[src/rtl/ram16x8s_fifo_ctrl.sv]
// Valid/ready FIFO sequencer around a 16x8 single-port distributed RAM.
// 16 bytes live in the RAM and one in the RD_DATA output register, for 17 in all.
module ram16x8s_fifo_ctrl (
  input  logic       WCLK,
  input  logic       RST_N,
  input  logic       WR_VALID,
  input  logic [7:0] WR_DATA,
  output logic       WR_READY,
  output logic       RD_VALID,
  output logic [7:0] RD_DATA,
  input  logic       RD_READY,
  output logic [3:0] A,
  output logic [7:0] D,
  output logic       WE,
  input  logic [7:0] O,
  output logic [4:0] COUNT,
  output logic       FULL,
  output logic       EMPTY
);

  typedef enum logic {PRIO_RD = 1'b0, PRIO_WR = 1'b1} prio_e;

  logic [3:0] wr_ptr_q, wr_ptr_d;
  logic [3:0] rd_ptr_q, rd_ptr_d;
  logic [4:0] ram_cnt_q, ram_cnt_d;
  logic       out_vld_q, out_vld_d;
  logic [7:0] rd_data_q, rd_data_d;
  prio_e      prio_q, prio_d;

  logic ram_empty, ram_full;
  logic fetch_req, wr_req, contested;
  logic do_fetch, do_write;

  assign ram_empty = (ram_cnt_q == 5'd0);
  assign ram_full  = (ram_cnt_q == 5'd16);

  // Fetch depends only on registered state, so WR_READY never sees RD_READY.
  assign fetch_req = !ram_empty && !out_vld_q;
  assign wr_req    = RST_N && WR_VALID && !ram_full;
  assign contested = fetch_req && wr_req;
  assign do_fetch  = fetch_req && (!wr_req || (prio_q == PRIO_RD));
  assign do_write  = wr_req && (!fetch_req || (prio_q == PRIO_WR));

  assign WR_READY = RST_N && !ram_full && (!fetch_req || (prio_q == PRIO_WR));

  assign A  = do_write ? wr_ptr_q : rd_ptr_q;
  assign D  = WR_DATA;
  assign WE = do_write;

  assign RD_VALID = out_vld_q;
  assign RD_DATA  = rd_data_q;
  assign COUNT    = ram_cnt_q + {4'd0, out_vld_q};
  assign FULL     = ram_full;
  assign EMPTY    = ram_empty && !out_vld_q;

  always_comb begin
    wr_ptr_d  = wr_ptr_q;
    rd_ptr_d  = rd_ptr_q;
    ram_cnt_d = ram_cnt_q;
    out_vld_d = out_vld_q;
    rd_data_d = rd_data_q;
    prio_d    = prio_q;

    if (do_write) begin
      wr_ptr_d  = wr_ptr_q + 4'd1;
      ram_cnt_d = ram_cnt_q + 5'd1;
    end

    // A pop cannot coincide with a fetch, since a fetch needs an empty output register.
    if (do_fetch) begin
      rd_ptr_d  = rd_ptr_q + 4'd1;
      ram_cnt_d = ram_cnt_q - 5'd1;
      out_vld_d = 1'b1;
      rd_data_d = O;
    end else if (out_vld_q && RD_READY) begin
      out_vld_d = 1'b0;
    end

    if (contested) begin
      prio_d = (prio_q == PRIO_RD) ? PRIO_WR : PRIO_RD;
    end
  end

  always_ff @(posedge WCLK or negedge RST_N) begin
    if (!RST_N) begin
      wr_ptr_q  <= '0;
      rd_ptr_q  <= '0;
      ram_cnt_q <= '0;
      out_vld_q <= 1'b0;
      rd_data_q <= '0;
      prio_q    <= PRIO_RD;
    end else begin
      wr_ptr_q  <= wr_ptr_d;
      rd_ptr_q  <= rd_ptr_d;
      ram_cnt_q <= ram_cnt_d;
      out_vld_q <= out_vld_d;
      rd_data_q <= rd_data_d;
      prio_q    <= prio_d;
    end
  end

endmodule

[config.mk]
export PLATFORM = sky130hd
export DESIGN_NAME = ram16x8s_fifo_ctrl
export DESIGN_NICKNAME = d
export VERILOG_FILES = /design/src/rtl/ram16x8s_fifo_ctrl.sv
export SDC_FILE = /design/constraint.sdc
export NUM_CORES = 1
export LEC_CHECK = 0
export CORE_MARGIN = 2
export CORE_UTILIZATION = 40
export CTS_BUF_LIST = sky130_fd_sc_hd__clkbuf_4 sky130_fd_sc_hd__clkbuf_8 sky130_fd_sc_hd__clkbuf_16
export CTS_CLUSTER_SIZE = 16
export DETAILED_ROUTE_END_ITERATION = 10
export MAX_ROUTING_LAYER = met4
export PLACE_DENSITY_LB_ADDON = 0.25
export SLEW_MARGIN = 20
export SYNTH_ARGS = -nofsm -noshare
export SYNTH_HDL_FRONTEND = slang
export SYNTH_SLANG_ARGS = --single-unit
[constraint.sdc]
create_clock -name WCLK -period 3.07 [get_ports WCLK]
set_clock_uncertainty 0.2 [all_clocks]
set_input_delay 0.614 -clock WCLK [delete_from_list [all_inputs] [get_ports WCLK]]
set_output_delay 0.614 -clock WCLK [all_outputs]
set_load 0.05 [all_outputs]
# Word level (Yosys, flattened, before mapping)
# Cells that the tools add are included.
# word_totals
regBits	23
input_bits	20
out_inout_bits	30
elab_cells	39
# classes
n_addsub	5
eq_ne	1
n_mux	6
bitwise	1
reduce_logical	20
# ops
cell	count
$logic_and 1x1->1	10
$mux 5	2
$add 4x1->4 const B	2
$add 5x1->5	1
$add 5x1->5 const B	1
$eq 5x5->1 const B	1
$logic_not 1->1	5
$logic_not 5->1	1
$sub 5x1->5 const B	1
$mux 4	1
$reduce_bool 2->1	2
$mux 1	3
$logic_or 1x1->1	2
$not 1->1	1

# Depth between registers and ports, before layout
# logic_depth
depth_word	8
mapped_depth	9
depth_no_buf	8

# Worst setup path before layout
# Ideal clock, no wire load.
# synth_path
kind	flip-flop to output port
from	register ram_cnt_q[3]
to	output port WR_READY
arrival_ns	2.164
t_required_ns	2.256
path_slack_ns	0.092
stages_incl_launch_ff	4
n_path_buf	0
path_cell_list	dfrtp_1 or4_4 nor2_1 and3b_1
# synth_via
elab_cells_between_ends	9
classes_between	eq/ne: 1; reduce/logical: 8
# synth_lines
element	line_no	rtl
start, declared	25	logic [4:0] ram_cnt_q, ram_cnt_d;
start signal, assigned	95	ram_cnt_q <= ram_cnt_d;
$eq 5x5->1	35	assign ram_full = (ram_cnt_q == 5'd16);
net FULL	17	output logic FULL,
$logic_not 1->1	44	assign WR_READY = RST_N && !ram_full && (!fetch_req || (prio_q == PRIO_WR));
$logic_and 1x1->1 (2 in series)	44	
end, declared	8	output logic WR_READY,
# The timed path passes the listed nets, and every way through them passes these cells.

# Final worst setup path
# layout_path
from	register ram_cnt_q[3]
to	output port A[2]
# layout_via
elab_chain_cells	7
elab_cells_between_ends	10
classes_between	eq/ne: 1; mux: 1; reduce/logical: 8
# layout_lines
element	line_no	rtl
$logic_not 5->1	34	assign ram_empty = (ram_cnt_q == 5'd0);
$logic_not 1->1	38	assign fetch_req = !ram_empty && !out_vld_q;
$logic_and 1x1->1	38	
$logic_not 1->1	42	assign do_write = wr_req && (!fetch_req || (prio_q == PRIO_WR));
$logic_or 1x1->1	42	
$logic_and 1x1->1 *	42	
$mux 4 *	46	assign A = do_write ? wr_ptr_q : rd_ptr_q;
end, declared	12	output logic [3:0] A,
# Every way passes the cells marked *; elsewhere a longest branch is shown, timed or not.

==> results.sh <==
export IMPL_max_slew_margin_rel_pct=65.44
export IMPL_rsz0062_at_grt="false"
export IMPL_dp_hpwl_mm=1.899
export IMPL_grt_use_met1_pct=19.76
export IMPL_met3_usage_pct=2.277
export IMPL_grt_pass1_wl_mm=4.036
export IMPL_critical_path_depth=5
export IMPL_cap_violations=0
export IMPL_viasPerCell=4.927
export IMPL_worstPathArrival_ns=2.16
export IMPL_hp_class="reg -> reg"
export IMPL_design_core_area_um2=3284
export IMPL_slew_viol_final=0
export IMPL_worstSetupEndpointType="primary output"
export IMPL_gp_congestion=0.7741
export IMPL_yosysSeqAreaShare_pct=42.91
export IMPL_synth_area_top_cells="dfrtp_1 43%, mux2_4 9.0%, mux2_2 7.6%"
export IMPL_critPathTopFamily="simple AND/OR/NAND/NOR gates"
export IMPL_post_route_period_util_pct=96.74
export IMPL_drtAntennaViolNets=0
export IMPL_ys_top_cells_by_count="23 x dfrtp_1, 9 x mux2_2, 8 x buf_4, 8 x mux2_4"
export IMPL_reg2reg_depth=8
export IMPL_route_detailed_drc=0
export IMPL_fin_nets=176
export IMPL_cts_sinks=23
export IMPL_crit_fanout=7
export IMPL_synthAdderAreaFrac_pct=8.022
export IMPL_synth_async_reset_ratio_pct=100.0
export IMPL_initialDrtViolationCount=37
export IMPL_max_stage_delay_ns=0.60
export IMPL_synth_seq_cells=23
export IMPL_routed_wl_mm=2.508
export IMPL_hold_viol=0
export IMPL_fillers=280
export IMPL_grtUsageTotal_pct=14.59
export IMPL_yosys_warnings=0
export IMPL_min_path_cells=1
export IMPL_clk_path_buf_depth=2
export IMPL_synth_largest_area_cell="dfrtp_1"
export IMPL_synth_area_mux_share_pct=16.51
export IMPL_yosysMostFrequentCell="dfrtp_1"
export IMPL_start_kind="flop"
export IMPL_portBuffers=33
export IMPL_cp_num_buf_inv=1
export IMPL_synth_nets=137
export IMPL_cts_tree="done"
export IMPL_grt_max_degree=25
export IMPL_antenna_found_initial=0
export IMPL_fin_crit_ns=2.970
export IMPL_ios=50
export IMPL_synthCells=109
export IMPL_die_height_um=61.91
export IMPL_area_growth_syn_to_layout_pct=36.66
export IMPL_path_class="reg -> out"
export IMPL_syn_area_per_cell_um2=12.31
export IMPL_wire_per_inst_um=12.99
export IMPL_yosys_area_share_xor_xnor_pct=8.489
export IMPL_via_count=951
export IMPL_dr_pass1_iters=3
export IMPL_clkLatencyLatePin_ns=0.30
export IMPL_grt_pass1_vias=901
export IMPL_cts_root_buf="clkbuf_4"
export IMPL_synth_area_um2=1341
export IMPL_setup_tns_ns=0
export IMPL_final_layout_size_suffix_gt1_share_pct=34.01
export IMPL_synth_ff_type="dfrtp_1"
export IMPL_tightest_slew_ns=0.5168
export IMPL_start_util_pct=40.84
export IMPL_clock_fmax_mhz=336.7
export IMPL_synth_compound_area_share_pct=7.743
export IMPL_synth_top_area_share_pct=42.91
export IMPL_rows=21
export IMPL_crit_chain="or4_4 -> o21ai_4 -> nand2_4 -> mux2_2 -> buf_12"
export IMPL_met2_usage_pct=22.56
export IMPL_synth_top_family_by_area="multiplexers"
export IMPL_cp_required_ns=2.26
export IMPL_grt_ovfl_total=0
export IMPL_synth_edf_count=0
export IMPL_die_w_um=61.91
export IMPL_synthSimpleGateAreaFrac_pct=9.795
export IMPL_clkTransAtPathRegs_ns=0.13
export IMPL_grt_busiest_layer="met2"
export IMPL_diodes=0
export IMPL_dieArea_um2=3832
export IMPL_setup_viol=0
export IMPL_synth_distinct_cells=32
export IMPL_slowest_stage="or4_4"
export IMPL_cts_buffers=3
export IMPL_htree_levels=1
export IMPL_status="finished, final reports clean"
kinds of logic after synthesis:
| kind of cell | count (synthesis) |
|---|---|
| flip-flops | 23 |
| AND/OR/NAND/NOR | 22 |
| multiplexers | 17 |
| AO/OA/AOI/OAI | 13 |
| XOR/XNOR | 13 |
| buffers and inverters | 13 |
| adder cells (fa/ha/maj) | 8 |
worst paths after layout:
kind | slack [ns] | from | to
setup / recovery | 0.1 | ram_cnt_q[3]$_DFFE_PN0P_ | A[2]
hold reg to reg | 0.28 | rd_ptr_q[3]$_DFFE_PN0P_ | rd_ptr_q[3]$_DFFE_PN0P_
max in group asynchronous | 1.90 | RST_N | ram_cnt_q[2]$_DFFE_PN0P_
setup reg to reg | 0.21 | ram_cnt_q[3]$_DFFE_PN0P_ | ram_cnt_q[4]$_DFFE_PN0P_
min in group asynchronous | 0.52 | RST_N | prio_q$_DFFE_PN0P_
hold / removal | 0.28 | rd_ptr_q[3]$_DFFE_PN0P_ | rd_ptr_q[3]$_DFFE_PN0P_
registers in the layout, indices dropped and copies added, names as in the netlist:
register	flops
RD_DATA	8
rd_ptr_q	4
wr_ptr_q	4
RD_VALID	1
prio_q	1
ram_cnt_q	5
cell usage in the layout (no fill, tap or decap), types with 2 or more instances in the layout:
master	count
mux2_4	8
xor2_1	6
dfrtp_2	3
mux2_2	9
clkbuf_4	3
a21oi_1	4
a21o_1	3
inv_1	3
xnor2_1	7
nor3_1	3
dfrtp_1	20
buf_4	14
ha_1	7
nor2_1	2
nand3_1	6
buf_12	6
clkdlybuf4s50_1	23
o21ai_4	2
metal layers:
metal / wire, um / share of wire [%] / up-vias
met5: 0 / 0 / -
met4: 15 / 0.60 / 0
met3: 111 / 4.4 / 2
met2: 1227 / 49 / 18
met1: 1154 / 46 / 473
li1: - / - / 458
what timing repair did:
item / 4_1_cts / 5_1_grt
pin swaps: 1 / 1
setup endpoints to repair: 4 / 5
setup buffers: 1 / 4
gates resized for setup: 2 / 4
hold buffers: 0 / 0
area by class of cell:
cell class | instances | area [um^2] | share of cell area, %
Multi-Input combinational cell | 73 | 689.4 | 37.61
Clock buffer | 3 | 22.52 | 1.229
Inverter | 3 | 11.26 | 0.6143
Tap cell | 46 | 57.56 | 3.140
Clock inverter | 1 | 5.005 | 0.2730
Sequential cell | 23 | 579.3 | 31.60
Timing Repair Buffer | 44 | 467.9 | 25.53
per-stage QoR:
step | hold WS, ns | std cells | area, um^2 | util (%) | setup WS [ns]
5_1_grt | 0.2860 | 193 | 1833 | 55.81 | 0.01267
4_1_cts | 0.2797 | 189 | 1788 | 54.44 | 0.02250
3_3_place_gp | 0.2510 | 184 | 1750 | 53.30 | 0.05849
6_report | 0.2823 | 193 | 1833 | 55.81 | 0.09997
2_1_floorplan | 0.1184 | 109 | 1341 | - | 0.09246
3_5_place_dp | 0.2543 | 184 | 1750 | 53.30 | 0.004431
Power is left out: the tool's default activity adds up to more than one toggle a clock period on the data nets, which glitch-free logic cannot reach.
